## config.mk

```make
export PLATFORM = sky130hd
export DESIGN_NAME = regfile_wb_arbiter
export DESIGN_NICKNAME = d
export VERILOG_FILES = /design/src/rtl/regfile_wb_arbiter_pkg.sv /design/src/rtl/regfile_wb_arbiter_slot.sv /design/src/rtl/regfile_wb_arbiter.sv
export SDC_FILE = /design/constraint.sdc
export NUM_CORES = 1
export LEC_CHECK = 0
export BUFFER_PORTS_ARGS = -buffer_cell sky130_fd_sc_hd__buf_2
export CAP_MARGIN = 20
export CORE_ASPECT_RATIO = 0.9
export CORE_MARGIN = 2
export CORE_UTILIZATION = 43
export DETAILED_ROUTE_END_ITERATION = 16
export GPL_TIMING_DRIVEN = 0
export PLACE_DENSITY_LB_ADDON = 0.15
export SKIP_CTS_REPAIR_TIMING = 1
export SLEW_MARGIN = 10
export SYNTH_ARGS = -nofsm -noshare
export SYNTH_HDL_FRONTEND = slang
export SYNTH_SLANG_ARGS = --single-unit
export TNS_END_PERCENT = 30
```

## constraint.sdc

```tcl
create_clock -name clk -period 1.6 [get_ports clk]
set_input_delay 0.16 -clock clk [delete_from_list [all_inputs] [get_ports clk]]
set_output_delay 0.16 -clock clk [all_outputs]
set_load 0.02 [all_outputs]
```

## src/rtl/regfile_wb_arbiter_pkg.sv

```systemverilog
// Shared types for the register-file writeback arbiter: source encoding,
// holding-slot layout and the default register pointer width.
package regfile_wb_arbiter_pkg;

    localparam int PW_DEFAULT = 3;
    // Slot address field is sized for the widest supported pointer.
    localparam int SLOT_AW    = 8;

    typedef enum logic {
        SRC_ALU = 1'b0,
        SRC_MEM = 1'b1
    } src_e;

    typedef struct packed {
        logic               valid;
        logic [SLOT_AW-1:0] addr;
        logic [7:0]         data;
        logic               scry;
        logic               ngtv;
        logic               zero;
    } slot_t;

endpackage

```

## src/rtl/regfile_wb_arbiter_slot.sv

```systemverilog
// One-entry writeback holding slot: loads on accept, empties on grant,
// and is emptied by synchronous reset.
module wb_slot
    import regfile_wb_arbiter_pkg::*;
(
    input  logic  clk,
    input  logic  reset,
    input  logic  accept,
    input  logic  grant,
    input  slot_t load,
    output slot_t slot
);

    logic               valid_q;
    logic [SLOT_AW-1:0] addr_q;
    logic [7:0]         data_q;
    logic               scry_q;
    logic               ngtv_q;
    logic               zero_q;

    // NOTE: accept wins over grant so a drain and a refill in the same cycle keep the slot full.
    always_ff @(posedge clk) begin
        if (reset) begin
            valid_q <= 1'b0;
        end else if (accept) begin
            valid_q <= load.valid;
        end else if (grant) begin
            valid_q <= 1'b0;
        end
    end

    // NOTE: payload is deliberately not reset; valid_q alone decides whether it means anything.
    always_ff @(posedge clk) begin
        if (accept) begin
            addr_q <= load.addr;
            data_q <= load.data;
            scry_q <= load.scry;
            ngtv_q <= load.ngtv;
            zero_q <= load.zero;
        end
    end

    always_comb begin
        slot.valid = valid_q;
        slot.addr  = addr_q;
        slot.data  = data_q;
        slot.scry  = scry_q;
        slot.ngtv  = ngtv_q;
        slot.zero  = zero_q;
    end

endmodule

```

## src/rtl/regfile_wb_arbiter.sv

```systemverilog
// Round-robin arbiter between ALU and MEM writeback requests onto the
// register file's single write port, with per-register busy tracking.
module regfile_wb_arbiter
    import regfile_wb_arbiter_pkg::*;
#(
    parameter int PW = PW_DEFAULT
) (
    input  logic             clk,
    input  logic             reset,
    input  logic             alu_valid,
    input  logic [PW-1:0]    alu_addr,
    input  logic [7:0]       alu_data,
    input  logic             alu_scry,
    input  logic             alu_ngtv,
    input  logic             alu_zero,
    output logic             alu_ready,
    input  logic             mem_valid,
    input  logic [PW-1:0]    mem_addr,
    input  logic [7:0]       mem_data,
    output logic             mem_ready,
    input  logic             cur_scry,
    input  logic             cur_ngtv,
    input  logic             cur_zero,
    output logic             wr_en,
    output logic [PW-1:0]    wr_addr,
    output logic [7:0]       wr_data,
    output logic             wr_scry,
    output logic             wr_ngtv,
    output logic             wr_zero,
    output logic             wr_src,
    output logic [2**PW-1:0] busy
);

    slot_t alu_load, mem_load, alu_s, mem_s, gnt_s;
    logic  alu_occ, mem_occ, gnt_alu, gnt_mem;
    src_e  last_q;

    always_comb begin
        alu_load = '{valid: alu_valid, addr: SLOT_AW'(alu_addr), data: alu_data,
                     scry: alu_scry, ngtv: alu_ngtv, zero: alu_zero};
        mem_load = '{valid: mem_valid, addr: SLOT_AW'(mem_addr), data: mem_data,
                     scry: 1'b0, ngtv: 1'b0, zero: 1'b0};
    end

    // Occupancy is masked by reset so nothing held is written or shown busy.
    assign alu_occ   = alu_s.valid && !reset;
    assign mem_occ   = mem_s.valid && !reset;
    assign gnt_alu   = alu_occ && (!mem_occ || last_q == SRC_MEM);
    assign gnt_mem   = mem_occ && !gnt_alu;
    assign alu_ready = !reset && (!alu_s.valid || gnt_alu);
    assign mem_ready = !reset && (!mem_s.valid || gnt_mem);

    wb_slot u_alu_slot (
        .clk    (clk),
        .reset  (reset),
        .accept (alu_valid && alu_ready),
        .grant  (gnt_alu),
        .load   (alu_load),
        .slot   (alu_s)
    );

    wb_slot u_mem_slot (
        .clk    (clk),
        .reset  (reset),
        .accept (mem_valid && mem_ready),
        .grant  (gnt_mem),
        .load   (mem_load),
        .slot   (mem_s)
    );

    always_ff @(posedge clk) begin
        if (reset) begin
            last_q <= SRC_MEM;
        end else if (gnt_alu) begin
            last_q <= SRC_ALU;
        end else if (gnt_mem) begin
            last_q <= SRC_MEM;
        end
    end

    // NOTE: every output gets a default first so no path through this block infers a latch.
    always_comb begin
        gnt_s   = gnt_mem ? mem_s : alu_s;
        wr_en   = 1'b0;
        wr_addr = '0;
        wr_data = '0;
        wr_scry = 1'b0;
        wr_ngtv = 1'b0;
        wr_zero = 1'b0;
        wr_src  = SRC_ALU;
        if (gnt_s.valid && !reset) begin
            wr_en   = 1'b1;
            wr_addr = PW'(gnt_s.addr);
            wr_data = gnt_s.data;
            wr_src  = gnt_mem ? SRC_MEM : SRC_ALU;
            // A load carries no flags, so the stored flags are written back unchanged.
            wr_scry = gnt_mem ? cur_scry : gnt_s.scry;
            wr_ngtv = gnt_mem ? cur_ngtv : gnt_s.ngtv;
            wr_zero = gnt_mem ? cur_zero : gnt_s.zero;
        end
    end

    always_comb begin
        busy = '0;
        for (int k = 0; k < 2**PW; k++) begin
            busy[k] = (alu_occ && alu_s.addr == SLOT_AW'(k)) ||
                      (mem_occ && mem_s.addr == SLOT_AW'(k));
        end
    end

endmodule

```

==> flow_summary_export.csv <==
group,metric,value,unit
logic_synthesis,yosysTopAreaCell,"edfxtp_1",
placed_design,hpwl,2310,um
critical_path,path_class,"reg2out",
logic_synthesis,synth_nets,147,
critical_path,r2r_cells,4,
logic_synthesis,syn_inst,115,
layout,seq_area,816,um^2
logic_synthesis,synth_area,1460,um^2
power,switching_share,23.5,%
power,share_comb_of_total_power,16.5,%
timing,setup_viol,0,
logic_synthesis,avgSynthCellArea,12.7,um^2
layout,num_antenna_cells,0,
logic_synthesis,netlist-cell-type-count,28,
placed_design,io_buffers,57,
timing,tns,0,ns
logic_synthesis,synth.area.top_cells,"edfxtp_1, o2111ai_1, nand3_2",
timing,finalHoldViolCount,0,
global_routing,grt_pass1_vias,1075,
layout,multiInputGateArea,593,um^2
clocking,clock_latency,0.27,ns
logic_synthesis,yosysWarnings,0,
hold_path,hp-class,"in2reg",
timing,final.period_utilization,97.4,%
critical_path,critPathMaxFanout,6,
critical_path,r2r-end,"u_alu_slot.scry_q$_DFFE_PP_",
critical_path,crit_path_cell_trace,"nor2b_4 -> buf_6 -> nand2b_4 -> o22ai_1 -> buf_4",
critical_path,crit_path_start_kind,"flip-flop",
timing,max_freq,0.642,GHz
global_routing,grt_max_degree,17,
layout,fillCellCount,292,
timing,rsz0062_at_grt,"true",
critical_path,critPathTopFamily,"flip-flops",
critical_path,critPathBufInv,2,
logic_synthesis,synth_ff_type,"edfxtp_1",
logic_synthesis,synth_async_sr_flop_share,0,%
critical_path,slowest_stage,"dfxtp_4",
power,power,1.69,mW
clocking,cts.clk_slew.worst_paths,0.09,ns
power,p_int,1.29,mW
global_routing,overflow,0,
routing,routed_wl,3170,um
timing,worstMarginPinSlew,0.304,ns
power,power.switching,0.397,mW
critical_path,r2r_setup_slack,0.16,ns
routing,firstDrtPassIters,4,
die,io_pins,58,
critical_path,cp.arrival,1.40,ns
clocking,cts_tree,"built",
clocking,cts.sinks,28,
global_routing,grt.total_usage,16.7,%
critical_path,critPathMaxStageDelay,0.39,ns
layout,final_nets,214,
timing,drv_slew,0,
routing,vias,1185,
logic_synthesis,ys_seq_elements,28,
routing,drc,0,
logic_synthesis,synth_common_cells,"edfxtp_1, nand2_1, o2111ai_1, nand3_2, o22ai_1",
timing,hold_slack,0.0511,ns
run,cap_violations,0,
die,initial_core_util,44.1,%
routing,vias_per_cell,5.27,
global_routing,grt_pass1_wl,4840,um
power,ir_worst_vdd,0.000559,V
timing,skew,0.00171,ns
layout,layout-drive-gt1-share,60.8,%
hold_path,hold_start,"mem_data[3]",
die,coreArea,3300,um^2
layout,areaGrowthSynthToFinish,38.3,%
logic_synthesis,synth_edf_count,25,
timing,min_period,1.56,ns
clocking,root_buffer,"clkbuf_8",
critical_path,cp-end-kind,"primary output",
die,fp.dieArea,3870,um^2
routing,drtAntennaViolNets,0,
power,clkPwrFrac,32.9,%
logic_synthesis,ys_seq_area_share,55.7,%
logic_synthesis,yosysTopAreaCellShare,51.6,%
timing,maxSlewHeadroom,79.8,%
die,die_h,59.2,um
clocking,numCtsBuffers,3,
clocking,htree_num_levels,1,
critical_path,cp.required,1.44,ns
routing,drtIter0Drc,43,
logic_synthesis,synth.most_common_cell,"edfxtp_1",
clocking,cts.path.max_buffers,2,
die,die_w,65.3,um
hold_path,holdPathEnd,"u_mem_slot.data_q[3]$_DFFE_PP_",
power,p_seq_share,50.5,%
placed_design,gp_congestion,0.717,
hold_path,hold_depth,1,
critical_path,r2r-start,"last_q$_SDFFE_PP1P_",
routing,wl_per_cell,14.1,um
die,rows,20,
outcome,status,"complete, no violations",
global_routing,antenna_found_initial,0,
power,leakagePower,0.852,nW
power,powerDensity,838,nW/um^2
==> placed cells by master (no fill, tap or decap), types with 2 or more instances in the layout <==
| cell | n |
|---|---|
| and2_2 | 2 |
| buf_2 | 46 |
| buf_4 | 16 |
| buf_6 | 3 |
| buf_8 | 2 |
| clkbuf_8 | 5 |
| edfxtp_1 | 25 |
| inv_2 | 2 |
| nand2_1 | 15 |
| nand2_4 | 2 |
| nand2b_1 | 4 |
| nand3_1 | 4 |
| nand3_2 | 11 |
| nor2_1 | 4 |
| o2111ai_1 | 7 |
| o2111ai_2 | 6 |
| o22ai_1 | 6 |
| o32ai_2 | 2 |
==> registers in the layout, indices dropped and copies added, names as in the netlist <==
signal and flops:
u_alu_slot.data_q 8, u_alu_slot.zero_q 1, u_mem_slot.addr_q 3, u_alu_slot.addr_q 3, u_mem_slot.data_q 8, u_mem_slot.valid_q 1, u_alu_slot.valid_q 1, u_alu_slot.scry_q 1
last_q 1, u_alu_slot.ngtv_q 1
==> layout make-up <==
class | count | share of cell area [%]
multi-input combinational | 76 | 29.5
buffer | 9 | 5.72
clock buffer | 3 | 2.05
tap | 44 | 2.74
sequential | 28 | 40.5
inverter | 2 | 0.373
timing repair buffer | 62 | 17.6
clock inverter | 1 | 1.49
==> cell families (layout without fill, tap and decap cells) <==
kind of cell	after synthesis	count (layout)	share of synthesized area (%)
AO/OA/AOI/OAI	26	26	15.0
buffers and inverters	11	77	7.91
flip-flops	28	28	55.7
AND/OR/NAND/NOR	50	50	21.3
==> stage by stage <==
step | instance area, um^2 | std cells | setup slack (ns) | utilization [%]
2_1_floorplan | 1460 | 115 | -0.0672 | -
5_1_grt | 2010 | 225 | -0.0307 | 60.9
4_1_cts | 1870 | 220 | -0.129 | 56.6
3_3_place_gp | 1800 | 216 | 0.00973 | 54.5
3_5_place_dp | 1800 | 216 | -0.0223 | 54.5
6_report | 2010 | 225 | 0.0419 | 60.9
==> metal layers <==
layer | track usage [%] | vias up | share of wire, %
met5 | 0 | - | 0
met4 | 6.25 | 0 | 1.3
met2 | 28.9 | 34 | 52
met1 | 21.4 | 563 | 42
met3 | 2.66 | 5 | 4.9
li1 | - | 583 | -
==> power groups by stage <==
stage	Clock [mW]	Sequential, mW	Combinational, mW
finish	0.556	0.852	0.278
global route	0.599	0.857	0.301
CTS	0.564	0.852	0.246
detailed placement	0	0.869	0.245
global placement	0	0.868	0.239
floorplan	0	0.864	0.155
==> worst max-delay path by stage <==
stage,from,to,slack (ns),cells after the start
floorplan,u_alu_slot.valid_q$_SDFFE_PP0P_,u_mem_slot.addr_q[0]$_DFFE_PP_,-0.07,3
global placement,u_alu_slot.valid_q$_SDFFE_PP0P_,u_mem_slot.data_q[4]$_DFFE_PP_,0.01,3
detailed placement,u_alu_slot.valid_q$_SDFFE_PP0P_,u_mem_slot.data_q[1]$_DFFE_PP_,-0.02,3
CTS,u_mem_slot.valid_q$_SDFFE_PP0P_,busy[1],-0.13,5
global route,u_mem_slot.valid_q$_SDFFE_PP0P_,busy[4],-0.03,5
finish,u_mem_slot.valid_q$_SDFFE_PP0P_,busy[1],0.04,5
No activity file was read; power rests on OpenSTA's default activity.
